===== config.mk =====
export PLATFORM = sky130hd
export DESIGN_NAME = sha256_w_schedule_flat
export DESIGN_NICKNAME = d
export VERILOG_FILES = /design/src/rtl/sha256_w_schedule_if.sv /design/src/rtl/sha256_w_schedule.sv /design/src/flat_wrapper.sv
export SDC_FILE = /design/constraint.sdc
export NUM_CORES = 1
export LEC_CHECK = 0
export CAP_MARGIN = 20
export CORE_MARGIN = 2
export CORE_UTILIZATION = 30
export DETAILED_ROUTE_END_ITERATION = 12
export SYNTH_ARGS = -nofsm -noshare
export SYNTH_HDL_FRONTEND = slang
export SYNTH_SLANG_ARGS = --single-unit

===== constraint.sdc =====
create_clock -name clock -period 11.6 [get_ports clock]
set_clock_uncertainty 0.15 [all_clocks]
set_input_delay 1.74 -clock clock [delete_from_list [all_inputs] [get_ports clock]]
set_output_delay 1.74 -clock clock [all_outputs]
set_load 0.01 [all_outputs]

===== src/rtl/sha256_w_schedule_if.sv =====
// Handshake bundle between the SHA-256 message block source, the
// schedule expander and the compression rounds.
interface sha256_w_schedule_if #(
   parameter int WK_LENGTH = 64
);
   localparam int IW = $clog2(WK_LENGTH);

   logic          block_valid;
   logic          block_ready;
   logic [511:0]  block_data;
   logic          w_valid;
   logic          w_ready;
   logic [31:0]   w_word;
   logic [31:0]   k_word;
   logic [IW-1:0] w_index;
   logic          w_last;
   logic          busy;

   modport slave (
      input  block_valid, block_data, w_ready,
      output block_ready, w_valid, w_word, k_word,
      output w_index, w_last, busy
   );

   modport master (
      output block_valid, block_data, w_ready,
      input  block_ready, w_valid, w_word, k_word,
      input  w_index, w_last, busy
   );
endinterface


===== src/rtl/sha256_w_schedule.sv =====
// SHA-256 message schedule expander: streams W[0..WK_LENGTH-1] per block.
// Optional K output table: define SHA256_W_SCHEDULE_K_OUT_EN.
module sha256_w_schedule #(
   parameter int WK_LENGTH = 64
) (
   input logic               clock,
   input logic               reset,
   sha256_w_schedule_if.slave bus
);
   localparam int IW = $clog2(WK_LENGTH);

   typedef enum logic {
      S_IDLE,
      S_RUN
   } state_t;

   state_t        r_state;
   state_t        w_next_state;
   logic [31:0]   r_win [16];
   logic [IW-1:0] r_idx;
   logic          w_run;
   logic          w_last;
   logic          w_accept;
   logic          w_hs;
   logic [31:0]   w_new;

   function automatic logic [31:0] f_s0(input logic [31:0] x);
      return {x[6:0], x[31:7]} ^ {x[17:0], x[31:18]} ^ (x >> 3);
   endfunction

   function automatic logic [31:0] f_s1(input logic [31:0] x);
      return {x[16:0], x[31:17]} ^ {x[18:0], x[31:19]} ^ (x >> 10);
   endfunction

   assign w_run    = (r_state == S_RUN);
   assign w_last   = w_run && (r_idx == IW'(WK_LENGTH - 1));
   assign w_accept = (r_state == S_IDLE) && bus.block_valid;
   assign w_hs     = w_run && bus.w_ready;
   assign w_new    = f_s1(r_win[14]) + r_win[9]
                   + f_s0(r_win[1]) + r_win[0];

   // State register
   always_ff @(posedge clock) begin
      if (reset) r_state <= S_IDLE;
      else       r_state <= w_next_state;
   end

   // Next state: start on accept, finish on the last word handshake
   always_comb begin
      w_next_state = r_state;
      unique case (r_state)
         S_IDLE: if (bus.block_valid)        w_next_state = S_RUN;
         S_RUN:  if (bus.w_ready && w_last)  w_next_state = S_IDLE;
         default:                            w_next_state = S_IDLE;
      endcase
   end

   // Word index: restarts at acceptance, steps on every handshake
   always_ff @(posedge clock) begin
      if (reset)         r_idx <= '0;
      else if (w_accept) r_idx <= '0;
      else if (w_hs)     r_idx <= w_last ? '0 : r_idx + IW'(1);
   end

   // 16-word window: load M[0..15], then shift in expanded words
   always_ff @(posedge clock) begin
      if (reset) begin
         for (int i = 0; i < 16; i++) r_win[i] <= '0;
      end else if (w_accept) begin
         for (int i = 0; i < 16; i++)
            r_win[i] <= bus.block_data[511 - 32*i -: 32];
      end else if (w_hs) begin
         for (int i = 0; i < 15; i++) r_win[i] <= r_win[i+1];
         r_win[15] <= w_new;
      end
   end

`ifdef SHA256_W_SCHEDULE_K_OUT_EN
   localparam logic [31:0] K_TAB [64] = '{
      32'h428a2f98, 32'h71374491, 32'hb5c0fbcf, 32'he9b5dba5,
      32'h3956c25b, 32'h59f111f1, 32'h923f82a4, 32'hab1c5ed5,
      32'hd807aa98, 32'h12835b01, 32'h243185be, 32'h550c7dc3,
      32'h72be5d74, 32'h80deb1fe, 32'h9bdc06a7, 32'hc19bf174,
      32'he49b69c1, 32'hefbe4786, 32'h0fc19dc6, 32'h240ca1cc,
      32'h2de92c6f, 32'h4a7484aa, 32'h5cb0a9dc, 32'h76f988da,
      32'h983e5152, 32'ha831c66d, 32'hb00327c8, 32'hbf597fc7,
      32'hc6e00bf3, 32'hd5a79147, 32'h06ca6351, 32'h14292967,
      32'h27b70a85, 32'h2e1b2138, 32'h4d2c6dfc, 32'h53380d13,
      32'h650a7354, 32'h766a0abb, 32'h81c2c92e, 32'h92722c85,
      32'ha2bfe8a1, 32'ha81a664b, 32'hc24b8b70, 32'hc76c51a3,
      32'hd192e819, 32'hd6990624, 32'hf40e3585, 32'h106aa070,
      32'h19a4c116, 32'h1e376c08, 32'h2748774c, 32'h34b0bcb5,
      32'h391c0cb3, 32'h4ed8aa4a, 32'h5b9cca4f, 32'h682e6ff3,
      32'h748f82ee, 32'h78a5636f, 32'h84c87814, 32'h8cc70208,
      32'h90befffa, 32'ha4506ceb, 32'hbef9a3f7, 32'hc67178f2
   };
   assign bus.k_word = w_run ? K_TAB[r_idx] : 32'h0;
`else
   assign bus.k_word = 32'h0;
`endif

   assign bus.block_ready = (r_state == S_IDLE);
   assign bus.busy        = w_run;
   assign bus.w_valid     = w_run;
   assign bus.w_word      = r_win[0];
   assign bus.w_index     = r_idx;
   assign bus.w_last      = w_last;
endmodule


===== src/flat_wrapper.sv =====
// flat-port wrapper written by rule: the top's interface ports become plain ports
module sha256_w_schedule_flat 
#(
   parameter int WK_LENGTH = 64
)
  (clock, reset, bus_block_valid, bus_block_data, bus_w_ready, bus_block_ready, bus_w_valid, bus_w_word, bus_k_word, bus_w_index, bus_w_last, bus_busy);
  sha256_w_schedule_if #(.WK_LENGTH(WK_LENGTH)) bus_i ();
  input logic clock;
  input logic reset;
  input wire logic [$bits(bus_i.block_valid)-1:0] bus_block_valid;
  input wire logic [$bits(bus_i.block_data)-1:0] bus_block_data;
  input wire logic [$bits(bus_i.w_ready)-1:0] bus_w_ready;
  output wire logic [$bits(bus_i.block_ready)-1:0] bus_block_ready;
  output wire logic [$bits(bus_i.w_valid)-1:0] bus_w_valid;
  output wire logic [$bits(bus_i.w_word)-1:0] bus_w_word;
  output wire logic [$bits(bus_i.k_word)-1:0] bus_k_word;
  output wire logic [$bits(bus_i.w_index)-1:0] bus_w_index;
  output wire logic [$bits(bus_i.w_last)-1:0] bus_w_last;
  output wire logic [$bits(bus_i.busy)-1:0] bus_busy;
  assign bus_i.block_valid = bus_block_valid;
  assign bus_i.block_data = bus_block_data;
  assign bus_i.w_ready = bus_w_ready;
  assign bus_block_ready = bus_i.block_ready;
  assign bus_w_valid = bus_i.w_valid;
  assign bus_w_word = bus_i.w_word;
  assign bus_k_word = bus_i.k_word;
  assign bus_w_index = bus_i.w_index;
  assign bus_w_last = bus_i.w_last;
  assign bus_busy = bus_i.busy;
  sha256_w_schedule #(.WK_LENGTH(WK_LENGTH)) u_core (.clock(clock), .reset(reset), .bus(bus_i));
endmodule

==> impl_metrics.yaml <==
clocking:
  cts_made_buffers: 58
  clk_pin_slew_ns: 0.06
  cts_tree: "done"
  postCtsSetupRepairBufs: 0
  htreeDepth: 2
  clock_latency_ns: 0.62
  cts_buffer_depth: 3
  cts_resized: 0
  cts_hold_buf: 0
  root_buffer: "clkbuf_16"
  cts_num_sinks: 519
timing:
  setup_violations: 0
  rsz0062_at_grt: "no"
  final-max-slew-violation-count: 0
  tns_ns: 0
  worstMarginPinSlew_ns: 1.17
  fmax_ghz: 0.197
  hold_viol: 0
  period_needed_ns: 5.08
  fin_crit_sh_pct: 43.8
  hold-worst-slack_ns: 0.357
  timing.slew.headroom_pct: 22.3
outcome:
  outcome: "completed"
die:
  die_w_um: 300
  pin_count: 590
  chipHeight_um: 300
  core_area_sq_um: 86900
  die_area_sq_um: 90300
  start_util_pct: 30.4
  row_count: 108
min_path:
  hold_class: "flip-flop to flip-flop"
setup_path:
  worst-path-max-fanout: 7
  worst-setup-path-type: "flip-flop to flip-flop"
  startpoint_type: "flip-flop"
  critPathCaptureType: "flip-flop"
  worstPathRequired_ns: 11.78
  worstPathArrival_ns: 5.26
global_route:
  grt_use_total_pct: 21.9
  grt_pass1_vias: 19035
  antenna_found_initial: 11
  grt_max_degree: 197
  grt-ovfl-total: 0
  grt_pass1_wl_um: 141000
synth:
  yosysSeqAreaShare_pct: 58.8
  yosys.area.top_type_share_pct: 58.3
  yosysUniqueCellTypes: 53
  syn_area_sq_um: 26400
  synth_ff_type: "edfxtp_1"
  ys_top_cells_by_area: "edfxtp_1 (58%), a22o_1 (9.7%), nand2_1 (5.9%), fa_1 (4.7%), a21oi_1 (4.0%)"
  syn_area_per_cell_sq_um: 11.8
  ys_async_sr_fraction_pct: 0
  ys_top_cells_by_count: "edfxtp_1 (512), nand2_1 (413), a22o_1 (293)"
  synth-seq-cells: 519
  yosysMostFrequentCell: "edfxtp_1"
  yosys.area.top_type: "edfxtp_1"
  synth-edff-count: 512
  yosysWarnings: 0
  syn_inst: 2231
detailed_routing:
  num_vias: 19451
  wl_um: 103000
  via_per_inst: 4.99
  drt-initial-drc-count: 2052
  drc: 0
  routedWlPerCell_um: 26.5
  antenna_left: 0
  firstDrtPassIters: 5
layout:
  drive_above_1_share_pct: 3.98
  nets: 3299
  syn2layout_area_growth_pct: 31.6
flow_run:
  max_cap_violations: 0
power:
  pwr_density_cell_nw_per_um2: 197
  irDropWorstVdd_mv: 0.118
  leakage_nw: 13.3
placement:
  dp_hpwl_um: 78800
  gp_congestion: 0.945
  port_buffers: 557
## critical path: stages (launching register included)
cell      delay, ns
edfxtp_1       0.54
xnor2_1        0.21
xnor2_1        0.40
fa_1           0.52
inv_1          0.10
fa_1           0.41
inv_1          0.07
ha_1           0.30
a21oi_1        0.31
o21ai_0        0.23
a21boi_0       0.41
nand2_1        0.17
a31oi_1        0.43
nor4_1         0.08
or3_1          0.46
## layout make-up
cell class,instances,area [sq um]
clock buffer,74,1510
inverter,150,563
sequential,519,15500
tap,1155,1450
antenna,6,15.0
clock inverter,36,475
fill,8385,52200
multi-input combinational,1388,9440
timing repair buffer,572,5740
## report_power, final
| part | total (mW) | switching (mW) | internal (mW) |
|---|---|---|---|
| combinational | 2.45 | 1.54 | 0.910 |
| sequential | 2.44 | 0.148 | 2.29 |
| clock | 1.95 | 0.796 | 1.15 |
| total | 6.84 | 2.49 | 4.35 |
## final timing paths
path / slack (ns) / startpoint / cells past startpoint / endpoint
worst max-delay path: 6.52 / u_core.r_win[0][44]$_SDFFCE_PN0P_ / 14 / u_core.r_win[0][504]$_DFFE_PP_
worst min-delay path: 0.36 / u_core.bus.w_index[1]$_SDFFE_PP0P_ / 2 / u_core.bus.w_index[1]$_SDFFE_PP0P_
worst max register to register: 6.52 / u_core.r_win[0][44]$_SDFFCE_PN0P_ / 14 / u_core.r_win[0][504]$_DFFE_PP_
worst min register to register: 0.36 / u_core.bus.w_index[1]$_SDFFE_PP0P_ / 2 / u_core.bus.w_index[1]$_SDFFE_PP0P_
## layer usage
metal | track usage, % | wire length (um)
met5 | 0 | 99
met4 | 5.15 | 2360
met3 | 5.02 | 8310
met2 | 36.8 | 50100
met1 | 28.7 | 42400
## metrics by stage
step	instance area [sq um]	worst slack, ns	total power, mW	cells	util (%)
floorplan	26500	2.55	3.90	2262	-
global placement	32700	6.36	4.89	3784	37.6
detailed placement	32700	6.32	4.87	3784	37.6
CTS	34700	6.59	6.84	3894	39.9
global route	34700	6.37	7.16	3897	39.9
finish	34700	6.52	6.84	3900	39.9
## cell usage in the layout (no fill, tap or decap), types with 10 or more instances in the layout
cell,synthesis,routed
nand4_1,13,13
fa_1,62,62
a21oi_1,210,210
nor2_1,29,27
edfxtp_1,512,512
clkdlybuf4s50_1,0,556
clkbuf_1,137,16
nand2_1,413,410
o21ai_0,57,57
xnor2_1,114,114
a22o_1,293,293
xor2_1,30,30
conb_1,1,32
clkbuf_16,0,58
a21o_1,14,14
ha_1,32,32
clkinv_1,0,10
buf_4,65,11
inv_1,150,150
bufinv_16,0,10
nand3_1,13,13
## state kept, by name, summed over array words and instances, names as in the netlist
name                flops
u_core.r_win          512
u_core.bus.busy         1
u_core.bus.w_index      6
## cells by family (layout without fill, tap and decap cells)
kind of cell	after synthesis	count (layout)	share of synthesized area (%)
AO/OA/AOI/OAI	613	613	16.4
adder cells (fa/ha/maj)	94	94	6.22
XOR/XNOR	144	144	4.78
other	1	38	0.0142
AND/OR/NAND/NOR	505	505	7.76
buffers and inverters	355	832	5.98
flip-flops	519	519	58.8
(Power assumes the default switching activity.)
